$ cat src/rtl/glitch_filter_mc.sv
// Multi-channel glitch filter / debouncer: per-channel synchroniser plus a
// run-length (consecutive) or up/down (integrating) qualification counter.
module glitch_filter_mc #(
    parameter int   CHANNELS    = 8,
    parameter int   CNT_W       = 4,
    parameter int   SYNC_STAGES = 2,
    parameter logic RESET_VAL   = 1'b0
) (
    input  logic                clk,
    input  logic                rst_n,
    input  logic [CHANNELS-1:0] in,
    input  logic [CNT_W-1:0]    filt_len,
    input  logic                mode,
    output logic [CHANNELS-1:0] out,
    output logic [CHANNELS-1:0] rise,
    output logic [CHANNELS-1:0] fall,
    output logic                changed
);

    logic [CHANNELS-1:0] s;

    generate
        if (SYNC_STAGES == 0) begin : g_nosync
            assign s = in;
        end else begin : g_sync
            logic [SYNC_STAGES-1:0][CHANNELS-1:0] sync_q;
            logic [SYNC_STAGES-1:0][CHANNELS-1:0] sync_d;

            always_comb begin
                sync_d[0] = in;
                for (int k = 1; k < SYNC_STAGES; k++) begin
                    sync_d[k] = sync_q[k-1];
                end
            end

            always_ff @(posedge clk) begin
                if (!rst_n) begin
                    for (int k = 0; k < SYNC_STAGES; k++) begin
                        sync_q[k] <= {CHANNELS{RESET_VAL}};
                    end
                end else begin
                    sync_q <= sync_d;
                end
            end

            assign s = sync_q[SYNC_STAGES-1];
        end
    endgenerate

    logic [CHANNELS-1:0]            out_q, out_d;
    logic [CHANNELS-1:0]            rise_q, rise_d;
    logic [CHANNELS-1:0]            fall_q, fall_d;
    logic [CHANNELS-1:0][CNT_W-1:0] cnt_q, cnt_d;
    logic                           mode_q, mode_d;
    logic [CNT_W-1:0]               len_eff;
    logic [CNT_W:0]                 thr;
    logic                           mode_chg;

    always_comb begin
        out_d    = out_q;
        rise_d   = '0;
        fall_d   = '0;
        cnt_d    = cnt_q;
        mode_d   = mode;
        len_eff  = (filt_len == '0) ? CNT_W'(1) : filt_len;
        thr      = {1'b0, len_eff};
        mode_chg = (mode != mode_q);

        for (int i = 0; i < CHANNELS; i++) begin
            // A mode switch freezes every channel for one cycle and drops progress.
            if (mode_chg) begin
                cnt_d[i] = '0;
            end else if (s[i] != out_q[i]) begin
                if (({1'b0, cnt_q[i]} + (CNT_W+1)'(1)) >= thr) begin
                    out_d[i]  = s[i];
                    cnt_d[i]  = '0;
                    rise_d[i] = s[i];
                    fall_d[i] = ~s[i];
                end else begin
                    cnt_d[i] = cnt_q[i] + CNT_W'(1);
                end
            end else if (mode_q && (cnt_q[i] != '0)) begin
                cnt_d[i] = cnt_q[i] - CNT_W'(1);
            end else begin
                cnt_d[i] = '0;
            end
        end
    end

    always_ff @(posedge clk) begin
        if (!rst_n) begin
            out_q  <= {CHANNELS{RESET_VAL}};
            rise_q <= '0;
            fall_q <= '0;
            cnt_q  <= '0;
            mode_q <= mode;
        end else begin
            out_q  <= out_d;
            rise_q <= rise_d;
            fall_q <= fall_d;
            cnt_q  <= cnt_d;
            mode_q <= mode_d;
        end
    end

    assign out     = out_q;
    assign rise    = rise_q;
    assign fall    = fall_q;
    assign changed = |(rise_q | fall_q);

endmodule

$ cat config.mk
export PLATFORM = sky130hd
export DESIGN_NAME = glitch_filter_mc
export DESIGN_NICKNAME = d
export VERILOG_FILES = /design/src/rtl/glitch_filter_mc.sv
export SDC_FILE = /design/constraint.sdc
export NUM_CORES = 1
export LEC_CHECK = 0
export CORE_ASPECT_RATIO = 2
export CORE_MARGIN = 4
export CORE_UTILIZATION = 55
export CTS_CLUSTER_DIAMETER = 50
export DETAILED_ROUTE_END_ITERATION = 10
export GPL_TIMING_DRIVEN = 0
export PLACE_DENSITY = 0.81
export SLEW_MARGIN = 20
export SYNTH_ARGS = -nofsm -noshare
export SYNTH_HDL_FRONTEND = slang
export SYNTH_SLANG_ARGS = --single-unit
$ cat constraint.sdc
create_clock -name clk -period 4.85 [get_ports clk]
set_input_delay 1.2125 -clock clk [delete_from_list [all_inputs] [get_ports clk]]
set_output_delay 1.2125 -clock clk [all_outputs]
set_load 0.005 [all_outputs]
==> metrics.cfg, run 1 <==
[outcome]
outcome=completed

[clock_tree]
postCtsHoldBufs=0
cts_inserted_buffers=9
cts_resized=0
htree_levels=3
clock_sink_count=73
cts_root_buf=clkbuf_16
cts_tree=yes
clkTransAtPathRegs_ns=0.06
insertion_delay_ns=0.34
postCtsSetupRepairBufs=0
cts.path.max_buffers=2

[timing]
setup_slack_ns=0.725
final-hold-violation-count=0
fin_worst_skew_ns=0.00491
fin_setup_tns_ns=0
hold_slack_ns=0.435
maxSlewViolCount=0
finalCritPeriodShare_pct=85.0
tightest_slew_ns=0.800
rsz0062_at_grt=false
slew_headroom_pct=46.0
fmax_mhz=242
finalCriticalPeriod_ns=4.12
setup_violations=0

[global_routing]
grt_pass1_vias=4137
grt_use_total_pct=25.3
grt_pass1_wl_um=19400
grt_max_degree=13
antenna_found_initial=0
grt-ovfl-total=0

[logic_synthesis]
synth_edf_count=0
synth.avg_cell_area_um2=8.87
synthFlopType=dfxtp_1
yosysSeqAreaShare_pct=32.7
syn_inst=503
async_flop_share_pct=0
synth_area_um2=4460
ys_seq_elements=73
syn-num-nets=552
yosys_warnings=0
ys_types=51

[hold_path]
hp-class=reg -> reg

[placement]
dpl-instance-area_um2=4960
gp_congestion=0.891
numPortBuffers=38
pre_cts_ws_ns=0.430
dp_hpwl_um=8510

[critical_path]
worst_setup_path_end_kind=flip-flop
reg2regPathDepth=8
cp.arrival_ns=4.34
cp_max_fo=10
required_ns=5.06
startpoint=filt_len[3]
rrSetupSlack_ns=2.37
timing.rr.start=cnt_q[8]
critical_path_class=in -> reg
worstSetupEndpoint=fall[3]
r2r-end=out[2]
start_kind=input port

[floorplanning]
die_y_um=135
ios=40
start_util_pct=56.2
die_w_um=71.7
rows=46
die-area_um2=9710
core_um2=7940

[routing]
vias=4089
drtIter0Drc=323
route.detailed.drc=0
routed_wl_um=11700
first_pass_iters=5
routedWlPerCell_um=17.9
avgViaCountPerCell=6.26
ant_nets=0

[cells_and_area]
syn_to_final_growth_pct=17.9
layout-drive-gt1-share_pct=9.16
design_area_um2=5260
post-route-util_pct=66.2
antennaDiodeCount=0
fin_nets=601

[power_and_ir_drop]
max-vdd-ir-drop_mv=0.241
leakagePower_nw=1.93
p_per_area_nw_per_um2=284

[job]
drv_cap=0

[state kept, by name (all words and copies together), names as in the netlist]
name,cells
fall,8
mode_q,1
rise,8
s,8
out,8
cnt_q,32
g_sync.sync_d,8
[cell families after synthesis]
group           Yosys count  synth area share [%]
flops                    73                  32.7
compound gates          105                  17.2
fa+ha+maj                42                  11.4
xor+xnor                 39                  7.65
buf+inv                  60                  5.69
mux                       1                 0.224
simple gates            183                  25.1
[placed cells by master (no fill, tap or decap), types with 7 or more instances in the layout]
cell type,n
xnor2_1,30
nor2_1,27
nor4b_2,7
nand2_1,26
maj3_1,7
a221oi_1,8
ha_1,34
clkbuf_16,9
and2_1,24
dfxtp_1,73
clkbuf_1,9
or3_1,8
inv_1,33
nand2b_1,18
buf_2,11
nand3_1,9
nor3_1,9
nand3b_1,12
a21oi_1,23
o311ai_0,8
xor2_1,9
a211o_1,7
clkdlybuf4s50_1,38
[how the worst min path moves through the flow]
stage	startpoint	endpoint	slack (ns)	cells after the start
3_3_place_gp	g_sync.sync_d[13]	s[5]	0.42	1
3_5_place_dp	g_sync.sync_d[12]	s[4]	0.43	1
2_1_floorplan	g_sync.sync_d[8]	s[0]	0.41	1
5_1_grt	g_sync.sync_d[12]	s[4]	0.44	1
6_report	g_sync.sync_d[12]	s[4]	0.44	1
4_1_cts	g_sync.sync_d[13]	s[5]	0.44	1
[power breakdown]
part	leakage, nW	switching [W]	internal, W
registers	0.593	0.0000165	0.000616
logic	1.20	0.000118	0.0000776
clock network	0.142	0.000257	0.000410
[area by class of cell]
cell class / instances / area [um2]
clock buffers: 11 / 243
inverters: 34 / 128
clock inverters: 5 / 55.1
plain buffers: 26 / 126
multi-input cells: 370 / 2750
flip-flops and latches: 73 / 1460
well taps: 96 / 120
repair buffers: 38 / 380
fillers: 650 / 2680
[synthesized netlist by cell type (all sizes together), types with 7 or more instances]
cell	instances	area (um2)
nand2b	20	130
xnor2	30	263
o311ai	13	114
nand3b	12	90.1
xor2	9	78.8
nand2	26	97.6
nor2	27	101
dfxtp	73	1460
ha	34	425
nor3	9	45.0
nand3	13	85.1
maj3	8	81.3
nor4b	12	149
o21ai	11	55.1
and2	24	150
a221oi	8	70.1
clkbuf	8	30.0
buf	18	96.3
or3	8	50.1
inv	34	128
a22oi	7	72.6
a211o	7	61.3
a21oi	23	115
[worst max-delay path, stage by stage]
cell and delay [ns]:
clkbuf_1 0.47, clkbuf_1 0.55, nor3_1 0.10, or2_2 0.43
ha_1 0.32, nand2b_1 0.10, a21oi_1 0.08, maj3_1 0.40
a22oi_2 0.19, nor2_1 0.11, nor4b_1 0.37
[metrics by stage]
step	cells	total power [W]
floorplan	503	0.000773
global placement	637	0.000826
detailed placement	637	0.000835
CTS	653	0.00150
global route	653	0.00154
finish	653	0.00150
[layer usage]
metal / wire, um / vias to the layer above / track usage [%] / part of all wire, %
met4: 512 / 0 / 16.2 / 4.4
met1: 4300 / 1963 / 26.7 / 37
met3: 562 / 43 / 3.27 / 4.8
li1: - / 1929 / - / -
met5: 0 / - / 0 / 0
met2: 6280 / 154 / 45.9 / 54
Power figures use the tool's default switching activity.
==> run 2, diff against run 1 <==
- CORE_MARGIN: 4 -> unset
==> metrics.cfg, run 2 (synthesized netlist as in run 1, its figures left out) <==
[clock_tree]
insertion_delay_ns=0.34
cts_inserted_buffers=9
postCtsHoldBufs=0
clkTransAtPathRegs_ns=0.06
postCtsSetupRepairBufs=0
cts_resized=0
htree_levels=3
cts_root_buf=clkbuf_16
clock_sink_count=73
cts_tree=yes
cts.path.max_buffers=2

[cells_and_area]
antennaDiodeCount=0
layout_commonest_cell=dfxtp_1
syn_to_final_growth_pct=17.3
layout-drive-gt1-share_pct=9.16
fin_nets=601
post-route-util_pct=66.4
largest-register=cnt_q
largest_reg_flops=32
most-common-layout-cells=dfxtp_1, clkdlybuf4s50_1, ha_1, inv_1, xnor2_1
design_area_um2=5240

[critical_path]
crit_top_cell=clkbuf_1
worst_setup_path_end_kind=flip-flop
required_ns=5.09
start_kind=input port
slowest_stage=clkbuf_1
cp_cell_sequence=clkbuf_1 > clkbuf_1 > nor3_1 > or2_2 > ha_1 > nand2b_1 > a21oi_1 > maj3_1 > a22oi_1 > nor2_1 > nor4b_2
max_stage_delay_ns=0.56
cp.arrival_ns=4.34
critical_path_class=in -> reg
cp_max_fo=10

[floorplanning]
die_y_um=129
core_um2=7890
rows=46
ios=40
die-area_um2=8500
die_w_um=65.7
start_util_pct=56.6

[routing]
first_pass_iters=5
routedWlPerCell_um=17.3
drt-met1-wl_um=4340
routed_wl_um=11300
dr_wl_met3_um=374
drtIter0Drc=267
vias=3985
ant_nets=0
avgViaCountPerCell=6.10
route.detailed.drc=0
top_layer=met4
met2RoutedLength_um=5940

[timing]
finalCriticalPeriod_ns=4.10
fmax_mhz=244
tightest_slew_ns=0.745
setup_violations=0
fin_setup_tns_ns=0
final-hold-violation-count=0
fin_worst_skew_ns=0.00802
finalCritPeriodShare_pct=84.5
slew_headroom_pct=49.7
rsz0062_at_grt=false
maxSlewViolCount=0

[placement]
gp_congestion=0.862
dp_hpwl_um=8250
numPortBuffers=38
dpl-instance-area_um2=4960

[power_and_ir_drop]
p_per_area_nw_per_um2=275
leakagePower_nw=1.93
max-vdd-ir-drop_mv=0.230
finalPower_w=0.00144

[hold_path]
hp-class=reg -> reg

[global_routing]
grt-ovfl-total=0
grt_pass1_vias=4039
grt_use_total_pct=28.6
antenna_found_initial=0
grt_pass1_wl_um=18400
grt_max_degree=14

[outcome]
outcome=completed

[job]
drv_cap=0

[run 2: cell types whose count changed in the layout (fill, tap and decap cells not counted), sizes merged]
| cell | before | now |
|---|---|---|
| clkinvlp | 2 | 1 |
| inv | 34 | 35 |
| bufinv | 1 | 0 |
| clkbuf | 19 | 18 |
| clkinv | 2 | 4 |
[run 2: layout make-up]
cell class / instances / area (um2)
Sequential cell: 73 / 1460
Tap cell: 96 / 120
Fill cell: 634 / 2650
Buffer: 26 / 126
Clock inverter: 6 / 43.8
Inverter: 34 / 128
Clock buffer: 10 / 229
Multi-Input combinational cell: 370 / 2750
Timing Repair Buffer: 38 / 380
[run 2: path summary, 6_finish.rpt]
| kind | startpoint | to | slack [ns] | cells past startpoint |
|---|---|---|---|---|
| max | filt_len[3] | rise[7] | 0.75 | 11 |
| min | g_sync.sync_d[12] | s[4] | 0.43 | 1 |
| max reg2reg | cnt_q[28] | rise[7] | 2.41 | 8 |
| min reg2reg | g_sync.sync_d[12] | s[4] | 0.43 | 1 |
[run 2: metal layers]
metal  global-route usage [%]  up-vias
li1                         -     1926
met2                     50.4      120
met3                     4.67       45
met1                     29.5     1894
met4                     20.7        0
met5                        0        -
[run 2: report_power, final]
part	switching (W)	internal [W]	total [W]	leakage (nW)
combinational	0.000116	0.0000778	0.000194	1.20
sequential	0.0000159	0.000616	0.000632	0.593
clock	0.000266	0.000348	0.000613	0.133
[run 2: critical path, delay by kind of cell]
kind | cells | cell delay, ns
AO/OA/AOI/OAI | 2 | 0.38
adder cells (fa/ha/maj) | 2 | 0.70
AND/OR/NAND/NOR | 5 | 1.04
buffers and inverters | 2 | 1.01
[run 2: through the flow]
stage | setup WS (ns) | hold WS (ns) | std cells
after floorplan | 1.15 | 0.412 | 503
after global placement | 0.480 | 0.416 | 637
after detailed placement | 0.441 | 0.419 | 637
after CTS | 0.767 | 0.432 | 653
after global routing | 0.576 | 0.457 | 653
final | 0.752 | 0.431 | 653
